[src/rtl/sobel_uart_tx_if.sv]
// Byte-stream side of the Sobel UART transmitter: strobe/data in, line and status out.
interface sobel_uart_tx_if;
    logic       in_flag;
    logic [7:0] in_data;
    logic       tx;
    logic       busy;
    logic       fifo_full;
    logic       overflow;

    modport master (output in_flag, in_data, input tx, busy, fifo_full, overflow);
    modport slave  (input in_flag, in_data, output tx, busy, fifo_full, overflow);
endinterface

[src/rtl/sobel_uart_tx.sv]
// 8N1 UART transmitter with a small byte FIFO that absorbs bursts from the Sobel filter path.
module sobel_uart_tx #(
    parameter int CLK_FREQ = 50_000_000,
    parameter int BAUD     = 9600,
    parameter int FIFO_AW  = 4
) (
    input  logic            sclk,
    input  logic            rst,
    sobel_uart_tx_if.slave  bus
);
    localparam int BIT_CNT = CLK_FREQ / BAUD;
    localparam int BCW     = (BIT_CNT > 1) ? $clog2(BIT_CNT) : 1;
    localparam int DEPTH   = 2 ** FIFO_AW;
    localparam logic [BCW-1:0]   BAUD_LAST  = BCW'(BIT_CNT - 1);
    localparam logic [FIFO_AW:0] COUNT_FULL = (FIFO_AW + 1)'(DEPTH);

    typedef enum logic [1:0] {IDLE, START, DATA, STOP} state_t;

    state_t             state_q, state_d;
    logic [BCW-1:0]     baud_cnt_q, baud_cnt_d;
    logic [2:0]         bit_idx_q, bit_idx_d;
    logic [7:0]         shift_q, shift_d;
    logic               tx_q, tx_d;
    logic               busy_q, busy_d;
    logic               overflow_q, overflow_d;
    logic [FIFO_AW-1:0] wr_ptr_q, wr_ptr_d;
    logic [FIFO_AW-1:0] rd_ptr_q, rd_ptr_d;
    logic [FIFO_AW:0]   count_q, count_d;
    logic [7:0]         mem_q [DEPTH];
    logic [7:0]         mem_d [DEPTH];
    logic               push, pop, baud_done;

    always_comb begin
        push       = bus.in_flag && (count_q != COUNT_FULL);
        pop        = (state_q == IDLE) && (count_q != '0);
        baud_done  = (baud_cnt_q == BAUD_LAST);
        mem_d      = mem_q;
        wr_ptr_d   = wr_ptr_q;
        rd_ptr_d   = rd_ptr_q;
        count_d    = count_q;
        overflow_d = overflow_q | (bus.in_flag && (count_q == COUNT_FULL));
        state_d    = state_q;
        baud_cnt_d = baud_cnt_q;
        bit_idx_d  = bit_idx_q;
        shift_d    = shift_q;

        if (push) begin
            mem_d[wr_ptr_q] = bus.in_data;
            wr_ptr_d        = wr_ptr_q + 1'b1;
        end
        if (pop) begin
            rd_ptr_d = rd_ptr_q + 1'b1;
        end
        case ({push, pop})
            2'b10:   count_d = count_q + 1'b1;
            2'b01:   count_d = count_q - 1'b1;
            default: count_d = count_q;
        endcase

        case (state_q)
            IDLE: begin
                if (pop) begin
                    shift_d    = mem_q[rd_ptr_q];
                    baud_cnt_d = '0;
                    state_d    = START;
                end
            end
            START: begin
                if (baud_done) begin
                    baud_cnt_d = '0;
                    bit_idx_d  = '0;
                    state_d    = DATA;
                end else begin
                    baud_cnt_d = baud_cnt_q + 1'b1;
                end
            end
            DATA: begin
                if (baud_done) begin
                    baud_cnt_d = '0;
                    shift_d    = {1'b0, shift_q[7:1]};
                    if (bit_idx_q == 3'd7) begin
                        state_d = STOP;
                    end else begin
                        bit_idx_d = bit_idx_q + 1'b1;
                    end
                end else begin
                    baud_cnt_d = baud_cnt_q + 1'b1;
                end
            end
            STOP: begin
                if (baud_done) begin
                    baud_cnt_d = '0;
                    state_d    = IDLE;
                end else begin
                    baud_cnt_d = baud_cnt_q + 1'b1;
                end
            end
            default: state_d = IDLE;
        endcase

        // Line level and busy are taken from the next state so the registers line up with it.
        tx_d = 1'b1;
        if (state_d == START) begin
            tx_d = 1'b0;
        end else if (state_d == DATA) begin
            tx_d = shift_d[0];
        end
        busy_d = (state_d != IDLE) || (count_d != '0);
    end

    always_ff @(posedge sclk) begin
        if (rst) begin
            state_q    <= IDLE;
            baud_cnt_q <= '0;
            bit_idx_q  <= '0;
            shift_q    <= '0;
            tx_q       <= 1'b1;
            busy_q     <= 1'b0;
            overflow_q <= 1'b0;
            wr_ptr_q   <= '0;
            rd_ptr_q   <= '0;
            count_q    <= '0;
        end else begin
            state_q    <= state_d;
            baud_cnt_q <= baud_cnt_d;
            bit_idx_q  <= bit_idx_d;
            shift_q    <= shift_d;
            tx_q       <= tx_d;
            busy_q     <= busy_d;
            overflow_q <= overflow_d;
            wr_ptr_q   <= wr_ptr_d;
            rd_ptr_q   <= rd_ptr_d;
            count_q    <= count_d;
        end
    end

    always_ff @(posedge sclk) begin
        mem_q <= mem_d;
    end

    assign bus.tx        = tx_q;
    assign bus.busy      = busy_q;
    assign bus.overflow  = overflow_q;
    assign bus.fifo_full = (count_q == COUNT_FULL);
endmodule

[src/flat_wrapper.sv]
// flat-port wrapper written by rule: the top's interface ports become plain ports
module sobel_uart_tx_flat 
#(
    parameter int CLK_FREQ = 50_000_000,
    parameter int BAUD     = 9600,
    parameter int FIFO_AW  = 4
)
  (sclk, rst, bus_in_flag, bus_in_data, bus_tx, bus_busy, bus_fifo_full, bus_overflow);
  sobel_uart_tx_if bus_i ();
  input  logic sclk;
  input  logic rst;
  input wire logic [$bits(bus_i.in_flag)-1:0] bus_in_flag;
  input wire logic [$bits(bus_i.in_data)-1:0] bus_in_data;
  output wire logic [$bits(bus_i.tx)-1:0] bus_tx;
  output wire logic [$bits(bus_i.busy)-1:0] bus_busy;
  output wire logic [$bits(bus_i.fifo_full)-1:0] bus_fifo_full;
  output wire logic [$bits(bus_i.overflow)-1:0] bus_overflow;
  assign bus_i.in_flag = bus_in_flag;
  assign bus_i.in_data = bus_in_data;
  assign bus_tx = bus_i.tx;
  assign bus_busy = bus_i.busy;
  assign bus_fifo_full = bus_i.fifo_full;
  assign bus_overflow = bus_i.overflow;
  sobel_uart_tx #(.CLK_FREQ(CLK_FREQ), .BAUD(BAUD), .FIFO_AW(FIFO_AW)) u_core (.sclk(sclk), .rst(rst), .bus(bus_i));
endmodule
[config.mk]
export PLATFORM = sky130hd
export DESIGN_NAME = sobel_uart_tx_flat
export DESIGN_NICKNAME = d
export VERILOG_FILES = /design/src/rtl/sobel_uart_tx_if.sv /design/src/rtl/sobel_uart_tx.sv /design/src/flat_wrapper.sv
export SDC_FILE = /design/constraint.sdc
export NUM_CORES = 1
export LEC_CHECK = 0
export ABC_AREA = 0
export CAP_MARGIN = 20
export CORE_MARGIN = 2
export CORE_UTILIZATION = 35
export DETAILED_ROUTE_END_ITERATION = 16
export GPL_TIMING_DRIVEN = 0
export HOLD_SLACK_MARGIN = 0.06
export REMOVE_ABC_BUFFERS = 1
export SYNTH_ARGS = -nofsm -noshare
export SYNTH_HDL_FRONTEND = slang
export SYNTH_SLANG_ARGS = --single-unit
export TNS_END_PERCENT = 30
[constraint.sdc]
create_clock -name sclk -period 2.6 [get_ports sclk]
set_input_delay 0.52 -clock sclk [delete_from_list [all_inputs] [get_ports sclk]]
set_output_delay 0.52 -clock sclk [all_outputs]
set_load 0.1 [all_outputs]
Yosys cells after proc, flatten, opt, wreduce, memory -nomap -nowiden
Index checks and enable logic that the tools add are counted.

Word-level logic and storage cells: 93. Output and inout bits: 4. Bits in registers: 170.

Bitwise logic cells: 3. Reductions and logical operators: 14. Eq/ne operators: 15. $add $sub $neg: 6. $lt $le $gt $ge: 3. Multiplexer cells: 25.

Operators by type and width (number): bitwise mux 128 bit (1); two-way mux 8 bit (5); binary-select mux 8 bit (select 4 bit) (1); demux 8 bit (select 4 bit) (1); two-way mux 13 bit (2); one-hot mux 13 bit (2 select lines) (1); one-hot mux 8 bit (2 select lines) (1); adder 13 x 1 -> 13 bit, second input constant (1); == test 13 bit, second input constant (1); greater-or-equal comparator 5 bit, second input constant (2); two-way mux 2 bit (5); NOT 4 -> 5 bit (2); one-hot mux 5 bit (2 select lines) (1); nonzero test 5 bit (2); two-way mux 3 bit (3); adder 4 x 1 -> 4 bit, second input constant (2); == test 2 bit, second input constant (4); one-hot mux 2 bit (4 select lines) (1); == test 2 x 1 -> 1 bit, second input constant (3); inequality test 2 x 1 -> 1 bit, second input constant (3); one-hot mux 3 bit (2 select lines) (1); nonzero test 2 bit (3); adder 5 x 1 -> 5 bit, second input constant (1); == test 5 bit, second input constant (1); other kinds (14) (18).

Longest topological paths before layout
Gate-level depths: netlist of the first run.

Word-level depth: 8. Mapped depth: 12. Gate-level depth less buffers: 11.

Least setup slack after synthesis of the first run
Ideal clock, no wire load.

Path kind: register to register. Start point: reg u_core.count_q[1]. End point: reg u_core.busy_q (netlist: u_core.bus.busy). Buffers on the path: 2. Setup time: 0.138 ns. Stages on the path, launching flop included: 12. Path slack: -0.037 ns. Arrival: 2.499 ns. Cells stage by stage: dfxtp_1 -> clkbuf_1 -> nor4_2 -> a21oi_1 -> buf_2 -> ha_1 -> xor2_1 -> ha_1 -> a21o_1 -> a21oi_1 -> xor2_1 -> a41oi_1.

Word-level cells in the longest chain between the ends: 6. Elaborated cells between the ends (all ways): 14. Those cells by class: 2 x add/sub; 3 x eq/ne; 3 x mux; 6 x reduce/logical.

Ends and longest elaborated chain: from (decl) (RTL line sobel_uart_tx.sv:28) `logic [FIFO_AW:0] count_q, count_d;`; from (signal assigned) (RTL line sobel_uart_tx.sv:133) `count_q <= count_d;`; nonzero test 5 bit * (RTL line sobel_uart_tx.sv:35) `pop = (state_q == IDLE) && (count_q != '0);`; logical AND 1 bit * (RTL line sobel_uart_tx.sv:35); named net u_core.pop (RTL line sobel_uart_tx.sv:31) `logic push, pop, baud_done;`; == test 2 x 1 -> 1 bit (tied with other cells) (RTL line sobel_uart_tx.sv:54) `case ({push, pop})`; one-hot mux 5 bit (2 select lines) / one-hot mux 2 bit (4 select lines) (equally long branches) (RTL line sobel_uart_tx.sv:54, sobel_uart_tx.sv:60); nonzero test 5 bit / nonzero test 2 bit (equally long branches) (RTL line sobel_uart_tx.sv:108) `busy_d = (state_d != IDLE) || (count_d != '0);`; logical OR 1 bit * (RTL line sobel_uart_tx.sv:108); to (signal assigned) (RTL line sobel_uart_tx.sv:129) `busy_q <= busy_d;`; to (decl) (RTL line sobel_uart_tx.sv:24) `logic busy_q, busy_d;`.

Mark *: on every way through the listed nets, which the timed path passes. The rest lies on a longest branch. A chain may end at the register's enable or synchronous reset.

Final worst setup path of the first run
Start point: reg u_core.count_q[2]. End point: out bus_fifo_full.

Word-level cells in the longest chain between the ends: 1.

Ends and longest elaborated chain: == test 5 bit (RTL line sobel_uart_tx.sv:144) `assign bus.fifo_full = (count_q == COUNT_FULL);`; to (decl) (RTL line flat_wrapper.sv:16) `output wire logic [$bits(bus_i.fifo_full)-1:0] bus_fifo_full;`.

No other way between the ends.

==> results of run 1 <==
sequential cells by signal, summed over array words and instances (netlist names):
signal / count
u_core.wr_ptr_q: 4
u_core.bus.busy: 1
u_core.bus.tx: 1
u_core.bit_idx_q: 3
u_core.state_q: 2
u_core.baud_cnt_q: 13
u_core.bus.overflow: 1
u_core.rd_ptr_q: 4
u_core.count_q: 5
u_core.mem_q: 128
u_core.shift_q: 8
cells in the final DEF, fill, tap and decap left out, types with 3 or more instances in the layout:
cell and n:
and2_1 3, nand3_1 7, dfxtp_1 34, nor3_2 5, xor2_1 7, edfxtp_1 128
nor2b_1 8, a21oi_1 20, a22oi_1 11, or3_1 3, a311oi_1 3, a221oi_1 7
nand2_1 21, xnor2_1 6, o22ai_1 6, mux4_2 29, nor4_1 3, o21ai_0 4
inv_6 3, dfxtp_2 7, inv_1 5, a2bb2oi_1 4, buf_4 4, ha_1 9
nand2b_1 5, clkinv_8 4, clkdlybuf4s50_1 12, inv_8 3, nand4_1 6, clkbuf_16 17
mux2i_1 11, a22o_1 6, o21ai_1 7, nor2_1 53
power by group through the flow:
stage / Combinational [mW] / Sequential [mW] / Clock, mW
2_1_floorplan: 1.18 / 3.46 / 0
3_3_place_gp: 1.64 / 3.43 / 0
3_5_place_dp: 1.81 / 3.39 / 0
4_1_cts: 1.94 / 3.34 / 2.57
5_1_grt: 2.13 / 3.38 / 2.69
6_report: 1.95 / 3.34 / 2.52
logic make-up after synthesis:
logic type	Yosys count	synth area share (%)
compound gates	84	8.14
xor+xnor	13	1.60
fa+ha+maj	11	1.94
buf+inv	32	1.83
flops	170	65.9
mux	41	10.9
simple gates	132	9.65
cells in the mapped netlist (5+ instances only):
cell type    n  share of area [%]
a21oi_1     21                1.5
mux2i_1     11                1.5
xor2_1       7               0.86
a22o_1       6               0.74
buf_2        8               0.56
o22ai_1      6               0.53
dfxtp_1     42                 12
nor2b_1      8               0.70
nor2_1      53                2.8
o21ai_1      7               0.49
ha_1        11                1.9
xnor2_1      6               0.74
nand2_1     21                1.1
inv_1        5               0.26
a221oi_1     7               0.86
mux4_2      29                9.2
nand2b_1     5               0.44
nand4_1      6               0.53
clkbuf_1    14               0.74
nor3_1       5               0.35
nand3_1      7               0.49
a22oi_1     11                1.2
edfxtp_1   128                 54
worst max-delay path, delay by kind of cell (launching register included):
| kind | cells | cell delay (ps) |
|---|---|---|
| buf+inv | 2 | 720 |
| simple gates | 2 | 430 |
| flops | 1 | 380 |
worst max-delay path by stage:
stage,from,end,slack (ps),depth (start not counted)
floorplan,u_core.state_q[0],u_core.bus.busy,-220,10
global placement,bus_in_flag,u_core.mem_q[100],-1040,4
detailed placement,bus_in_flag,u_core.bus.busy,-690,10
CTS,u_core.count_q[2],u_core.bus.busy,30,11
global route,u_core.count_q[0],u_core.bus.busy,10,11
finish,u_core.count_q[2],bus_fifo_full,120,4
timing repair:
action | CTS | global route
pin swaps | 1 | 1
setup buffers | 4 | 0
gates resized for setup | 10 | 10
endpoints found under the setup margin | 133 | 11
layer usage:
layer / vias to the layer above / global-route usage (%)
met5: - / 0
met4: 0 / 4.66
met3: 10 / 3.38
met2: 72 / 24.1
met1: 2037 / 17.3
li1: 1917 / -
cell type report:
cell class              instances  area (sq um)  area share [%]
flip-flops and latches        170          4700            56.9
multi-input cells             281          2370            28.7
clock buffers                  17           425            5.15
well taps                     270           338            4.09
repair buffers                 21           225            2.73
clock inverters                15           183            2.21
inverters                       6          22.5           0.273
==> impl_metrics.toml, run 1 <==
[detailed_routing]
drt-pass1-iter-count = 5
wire_per_inst_microns = 18.1
first_iter_violations = 274
met2_length_microns = 7300
via_per_inst = 5.17
wl_met1_microns = 6020
route.met3.wl_microns = 672
maxUsedRoutingLayer = "met4"
final_antenna_net_count = 0
finalWirelength_microns = 14100
vias = 4036
drc_errors = 0

[pwr]
power_density_nw_per_um2 = 946
p_total_mw = 7.81
seqPwrFrac_pct = 42.8
p_int_mw = 5.37
pwr-share-clk_pct = 32.3
power_frac_comb_pct = 25.0
switchingPower_mw = 2.45
p_sw_share_pct = 31.3
leakage_nw = 2.59
vdd_ir_drop_max_mv = 0.479

[job]
drv_cap = 0

[sta]
post-route-period-util_pct = 95.3
slew_headroom_pct = 33.8
setup_viol = 0
fin_skew_ps = 14.7
worstMarginPinSlew_ps = 990
final_max_slew_viol_count = 0
hold_viol = 0
period_minus_slack_ps = 2480
fin_tns_setup_ps = 0
max_freq_mhz = 404
holdWs_ps = 475
rsz0062_at_grt = "no"
fin_ws_ps = 122

[cts]
htreeDepth = 4
clk_pin_slew_ps = 70
tritoncts = "built"
hold_buffers = 0
clkLatencyLatePin_ps = 430
numCtsBuffers = 17
cts.sinks = 170
clk_path_buf_depth = 2
ctsRootBufferMaster = "clkbuf_16"

[synthesis]
netlist_instances = 483
yosys_warnings = 0
syn_area_sq_um = 7100
avgSynthCellArea_sq_um = 14.7
postSynthRegisterBits = 170
synth_edf_count = 128
synth_flop_cell = "edfxtp_1"
ys_async_sr_fraction_pct = 0
seq_area_frac_synth_pct = 65.9
ys_types = 61

[setup_path]
cp_slowest_cell = "clkdlybuf4s15_2"
required_ps = 2080
worstPathCellList = "nor4_4 > buf_4 > and2_1 > clkdlybuf4s15_2"
end_kind = "primary output"
r2r-end = "u_core.bus.busy"
cp.arrival_ps = 1960
crit_path_start_kind = "flip-flop"
worst-r2r-setup-slack_ps = 170
reg2reg_from = "u_core.count_q[2]"
reg2reg_depth = 11
critPathMaxStageDelay_ps = 560
worst-path-max-fanout = 8
worstSetupPathType = "flip-flop to primary output"

[global_route]
grt-ovfl-total = 0
track_usage_pct = 14.0
antenna_found_initial = 0
grt_max_degree = 45
grt_pass1_vias = 4088
grt_pass1_wl_microns = 22500

[placed_design]
post_dp_cell_area_sq_um = 7550
place_inst = 744
numPortBuffers = 14
pre_cts_slack_ps = -688
place.gp.congestion = 0.770
dpl.hpwl_microns = 9280

[die]
initial_core_util_pct = 35.3
core_sq_um = 20100
io_pins = 15
die_y_microns = 146
rows = 52
dieArea_sq_um = 21500
die_width_microns = 146

[cells_and_area]
fin_area_sq_um = 8260
nNetsFinal = 519
area_growth_pct = 16.2
fillers = 1793
final_cells = 780
postLayoutCoreUtil_pct = 41.1
drive_gt1_share_pct = 18.4
antenna_cells = 0

[outcome]
status = "finished clean"

[hold_path]
min_delay_path_depth = 2
hold_class = "flip-flop to flip-flop"
min_to = "u_core.bus.overflow"
worstHoldStart = "u_core.bus.overflow"
Power figures use the tool's default switching activity.
==> inputs of run 2 (changes only) <==
--- a/config.mk
+++ b/config.mk
@@ -12,7 +12,6 @@
 export DETAILED_ROUTE_END_ITERATION = 16
 export GPL_TIMING_DRIVEN = 0
 export HOLD_SLACK_MARGIN = 0.06
-export REMOVE_ABC_BUFFERS = 1
 export SYNTH_ARGS = -nofsm -noshare
 export SYNTH_HDL_FRONTEND = slang
 export SYNTH_SLANG_ARGS = --single-unit
==> run 2 against run 1 <==
  * Core utilization about the same
  * First-iteration DRC count decreased by 4.4%
  * Non-clock buffer count increased by 19
  * Largest cell class unchanged
  * Via count increased by 3.0%
  * Clock-buffer cell count increased by 2
  * Final cell count increased by 2.2%
  * Clock skew increased by 3.0 ps
  * Largest power group unchanged
==> impl_metrics.toml, run 2 (synthesis gave the netlist of run 1 again) <==
[setup_path]
critPathBufInv = 2
worstPathCellList = "nor4_4 > buf_4 > and2_1 > clkdlybuf4s18_2"
critPathMaxStageDelay_ps = 540
required_ps = 2080
end_kind = "primary output"
worstSetupPathType = "flip-flop to primary output"
crit_family = "buffers and inverters"
cp_slowest_cell = "clkdlybuf4s18_2"
cp.arrival_ps = 1940
crit_path_start_kind = "flip-flop"
worst-path-max-fanout = 8

[sta]
fin_tns_setup_ps = 0
fin_skew_ps = 17.8
final_max_slew_viol_count = 0
worstMarginPinSlew_ps = 967
holdWs_ps = 460
rsz0062_at_grt = "yes"
fin_ws_ps = 137
setup_viol = 0
hold_viol = 0
post-route-period-util_pct = 94.7
slew_headroom_pct = 35.2
period_minus_slack_ps = 2460
max_freq_mhz = 406

[global_route]
grt-ovfl-total = 0
antenna_found_initial = 0
grt_max_degree = 17
grt_pass1_wl_microns = 23900
grt_pass1_vias = 4246
track_usage_pct = 14.8

[die]
core_sq_um = 20100
die_y_microns = 146
rows = 52
io_pins = 15
die_width_microns = 146
initial_core_util_pct = 35.3
dieArea_sq_um = 21500

[cells_and_area]
postLayoutCoreUtil_pct = 41.1
final_cells = 797
final_cell_mix = "edfxtp_1 (128), nor2_1 (51), dfxtp_1 (39)"
final_common_cell = "edfxtp_1"
antenna_cells = 0
largestRegisters = "u_core.mem_q (128), u_core.baud_cnt_q (13), u_core.shift_q (8)"
drive_gt1_share_pct = 18.0
nNetsFinal = 538
largest_register = "u_core.mem_q"
fin_area_sq_um = 8260
largest_reg_flops = 128
fillers = 1785
area_growth_pct = 16.3

[cts]
clkLatencyLatePin_ps = 430
htreeDepth = 4
clk_pin_slew_ps = 60
numCtsBuffers = 17
hold_buffers = 0
ctsRootBufferMaster = "clkbuf_16"
cts.sinks = 170
clk_path_buf_depth = 2
tritoncts = "built"

[synthesis]
syn_nets = 505

[pwr]
vdd_ir_drop_max_mv = 0.535
p_total_mw = 7.86
leakage_nw = 2.61
power_density_nw_per_um2 = 951

[detailed_routing]
via_per_inst = 5.22
final_antenna_net_count = 0
first_iter_violations = 262
wire_per_inst_microns = 18.8
drc_errors = 0
drt-pass1-iter-count = 5
finalWirelength_microns = 15000
vias = 4159

[placed_design]
place_inst = 767
post_dp_cell_area_sq_um = 7600
pre_cts_slack_ps = -734
numPortBuffers = 13
dpl.hpwl_microns = 10000
place.gp.congestion = 0.793

[job]
drv_cap = 0

[hold_path]
hold_class = "input port to flip-flop"

[outcome]
status = "finished clean"
==> run 2: changes by cell type in the layout (fill, tap and decap cells not counted), moves of 4 or more <==
cell and change:
dfxtp_1 +5, buf_2 +5, clkbuf_1 +13, clkinv_8 -4, dfxtp_2 -4
==> run 2: area by class of cell <==
class / count / area, sq um / area share, %
inverter: 6 / 22.5 / 0.273
tap: 270 / 338 / 4.09
multi-input combinational: 281 / 2370 / 28.6
clock buffer: 19 / 433 / 5.24
clock inverter: 11 / 138 / 1.67
buffer: 23 / 119 / 1.44
timing repair buffer: 17 / 158 / 1.91
sequential: 170 / 4690 / 56.7
==> run 2: report_power, final <==
group	internal, mW	switching (mW)	total (mW)
Sequential	3.10	0.129	3.23
Combinational	0.914	1.24	2.15
Clock	1.42	1.06	2.48
==> run 2: final timing paths <==
path | end | start | slack [ps] | cells past startpoint
max | bus_fifo_full | u_core.count_q[1] | 140 | 4
min | u_core.shift_q[0] | rst | 460 | 2
max reg2reg | u_core.bus.busy | u_core.count_q[3] | 140 | 12
min reg2reg | u_core.bus.overflow | u_core.bus.overflow | 470 | 2
==> run 2: repair_timing <==
action,CTS,global route
buffers inserted,3,0
endpoints found under the hold margin,0,0
setup endpoints to repair,134,12
pin swaps,1,4
resized for setup,14,14
==> run 2: metal layers <==
layer / routed length, microns / track usage [%]
met3: 619 / 2.78
met5: 0 / 0
met2: 7410 / 24.3
met4: 153 / 5.24
met1: 6800 / 19.7
==> inputs of run 3 (changes only) <==
--- a/config.mk
+++ b/config.mk
@@ -5,12 +5,11 @@
 export SDC_FILE = /design/constraint.sdc
 export NUM_CORES = 1
 export LEC_CHECK = 0
-export ABC_AREA = 0
+export ABC_AREA = 1
 export CAP_MARGIN = 20
 export CORE_MARGIN = 2
 export CORE_UTILIZATION = 35
 export DETAILED_ROUTE_END_ITERATION = 16
-export GPL_TIMING_DRIVEN = 0
 export HOLD_SLACK_MARGIN = 0.06
 export SYNTH_ARGS = -nofsm -noshare
 export SYNTH_HDL_FRONTEND = slang
==> run 3 against run 2 <==
  * Clock power is 7% higher
  * Die area rose by 5.1%
  * Global-route usage is 1.0 points higher
  * Final cell count grew 35%
  * Cell area rose by 4.9%
  * Clock-buffer cell count down 1
==> impl_metrics.toml, run 3 <==
[detailed_routing]
drt-pass1-iter-count = 4
first_iter_violations = 482
drc_errors = 0
finalWirelength_microns = 16800
vias = 5206
via_per_inst = 4.84
wire_per_inst_microns = 15.6
final_antenna_net_count = 0

[setup_path]
reg2reg_from = "u_core.count_q[1]"
worst-path-max-fanout = 6
endpoint = "u_core.bus.busy"
crit_path_start_kind = "flip-flop"
cp.arrival_ps = 2670
end_kind = "flip-flop"
startpoint = "u_core.count_q[1]"
worstSetupPathType = "flip-flop to flip-flop"
worst-r2r-setup-slack_ps = 250
reg2reg_depth = 19
r2r-end = "u_core.bus.busy"
required_ps = 2920

[sta]
post-route-period-util_pct = 90.2
rsz0062_at_grt = "no"
setup_viol = 0
worstMarginPinSlew_ps = 702
max_freq_mhz = 426
hold_viol = 0
period_minus_slack_ps = 2350
fin_skew_ps = 8.32
fin_tns_setup_ps = 0
slew_headroom_pct = 53.1
final_max_slew_viol_count = 0

[synthesis]
seq_area_frac_synth_pct = 62.6
synth-xor-area-share_pct = 0.585
synth_fa_ha_area_share_pct = 1.84
synth.most_common_cell = "nand2_1"
ys_types = 38
synth_flop_cell = "edfxtp_1"
syn_area_sq_um = 7480
yosys_warnings = 0
avgSynthCellArea_sq_um = 9.84
syn_nets = 782
netlist_instances = 760
postSynthRegisterBits = 170
synth_compound_area_share_pct = 11.6
yosysTopAreaCellShare_pct = 51.4
synthSimpleGateAreaFrac_pct = 17.4
synth_edf_count = 128
synth_area_leaders = "edfxtp_1 (51%), dfxtp_1 (11%), nand2_1 (7.0%), nor2_1 (5.3%), o21ai_0 (4.0%)"
ys_async_sr_fraction_pct = 0
synthMuxAreaShare_pct = 0.134
synth_top_family_by_area = "simple AND/OR/NAND/NOR gates"
synth_top_cell_by_area = "edfxtp_1"
synth_common_cells = "nand2_1 (140), edfxtp_1 (128), nor2_1 (105), o21ai_0 (60), inv_1 (55)"

[die]
core_sq_um = 21000
die_y_microns = 150
io_pins = 15
die_width_microns = 150
rows = 53
initial_core_util_pct = 35.6
dieArea_sq_um = 22600

[global_route]
grt_pass1_vias = 4988
antenna_found_initial = 0
grt_max_degree = 81
grt_pass1_wl_microns = 26900
grt-ovfl-total = 0
track_usage_pct = 15.8

[pwr]
seqPwrFrac_pct = 38.8
vdd_ir_drop_max_mv = 0.389
leakage_nw = 3.17
p_int_mw = 5.42
pwr-share-clk_pct = 31.8
power_frac_comb_pct = 29.5
p_sw_share_pct = 34.9
power_density_nw_per_um2 = 961
switchingPower_mw = 2.91
p_total_mw = 8.33

[cells_and_area]
final_common_cell = "nand2_1"
area_growth_pct = 15.9
nNetsFinal = 810
fillers = 2011
largest_register = "u_core.mem_q"
largest_reg_flops = 128
seqCellArea_sq_um = 4690
antenna_cells = 0
final_cell_mix = "nand2_1 (140), edfxtp_1 (128), nor2_1 (104)"
largestRegisters = "u_core.mem_q (128), u_core.baud_cnt_q (13), u_core.shift_q (8)"
drive_gt1_share_pct = 12.5
multi_input_area_sq_um = 2400

[placed_design]
dpl.hpwl_microns = 10700
place.gp.congestion = 0.843
numPortBuffers = 14

[cts]
tritoncts = "built"
ctsResizeCount = 0
htreeDepth = 4
clkLatencyLatePin_ps = 430
cts.sinks = 170
cts_setup_buffers = 0
numCtsBuffers = 17
clk_path_buf_depth = 2
clk_pin_slew_ps = 60
ctsRootBufferMaster = "clkbuf_16"
hold_buffers = 0

[hold_path]
hold_class = "flip-flop to flip-flop"

[job]
drv_cap = 0

[outcome]
status = "finished clean"
run 3: cell count changes after synthesis, sizes merged, moves of 10 or more:
| cell | before | now |
|---|---|---|
| mux2i | 11 | 1 |
| a21oi | 21 | 46 |
| inv | 6 | 70 |
| buf | 12 | 22 |
| nand3 | 7 | 43 |
| nand2 | 21 | 148 |
| nor2 | 53 | 111 |
| o21ai | 11 | 89 |
| a22oi | 11 | 0 |
| mux4 | 29 | 0 |
| o211ai | 1 | 16 |
run 3: per-layer routing:
metal | global-route usage (%) | wire length [microns]
met1 | 20.4 | 7620
met2 | 26.3 | 8320
met3 | 3.00 | 468
met4 | 6.04 | 353
met5 | 0 | 0
run 3: worst min-delay path by stage:
stage                             start             endpoint  slack [ps]  cells past startpoint
floorplan             u_core.shift_q[7]    u_core.shift_q[7]         440                      2
global placement    u_core.bus.overflow  u_core.bus.overflow         450                      2
detailed placement  u_core.bus.overflow  u_core.bus.overflow         460                      2
CTS                 u_core.bit_idx_q[2]  u_core.bit_idx_q[2]         480                      2
global route        u_core.bit_idx_q[2]  u_core.bit_idx_q[2]         500                      2
finish              u_core.bus.overflow  u_core.bus.overflow         470                      2
run 3: power groups by stage:
stage / combinational [mW] / clock, mW / sequential, mW
final: 2.46 / 2.65 / 3.23
after global routing: 2.78 / 2.80 / 3.25
after CTS: 2.48 / 2.70 / 3.23
after detailed placement: 2.47 / 0 / 3.29
after global placement: 2.46 / 0 / 3.28
after floorplan: 1.73 / 0 / 3.37
run 3: final cells by class:
class / instances / share of cell area (%)
Clock buffer: 18 / 4.95
Sequential cell: 170 / 54.1
Tap cell: 275 / 3.97
Multi-Input combinational cell: 487 / 27.7
Inverter: 71 / 3.07
Timing Repair Buffer: 41 / 4.13
Clock inverter: 13 / 2.16
run 3: through the flow:
stage                     instance area [sq um]  setup slack [ps]  utilization, %  cells  hold slack, ps
after floorplan                            7520              12.2               -    760             444
after global placement                     8050              84.4            38.3   1044             453
after detailed placement                   8050              80.7            38.3   1044             461
after CTS                                  8670               229            41.2   1075             476
after global routing                       8670              19.6            41.2   1075             495
final                                      8670               254            41.2   1075             470
run 3: worst max-delay path: stages (launching register included):
cell      delay [ps]
dfxtp_2          340
nor2_1           120
nand2_1          130
inv_2             80
nand2_1           50
nand2_2          130
inv_1            100
ha_4             200
xor2_2           190
ha_2             180
inv_1             40
nand2_1           70
inv_1             60
nand2_1           50
nand3_1           80
nand2_1           50
nor2_1           130
nand3_2           90
o21bai_2         110
nand2_1           50
run 3: cell families after synthesis:
| logic type | Yosys count |
|---|---|
| adders and majority gates | 11 |
| muxes | 1 |
| buffers and inverters | 103 |
| and+or+nand+nor | 309 |
| AOI/OAI and AO/OA | 161 |
| xor gates and xnor gates | 5 |
| DFF | 170 |
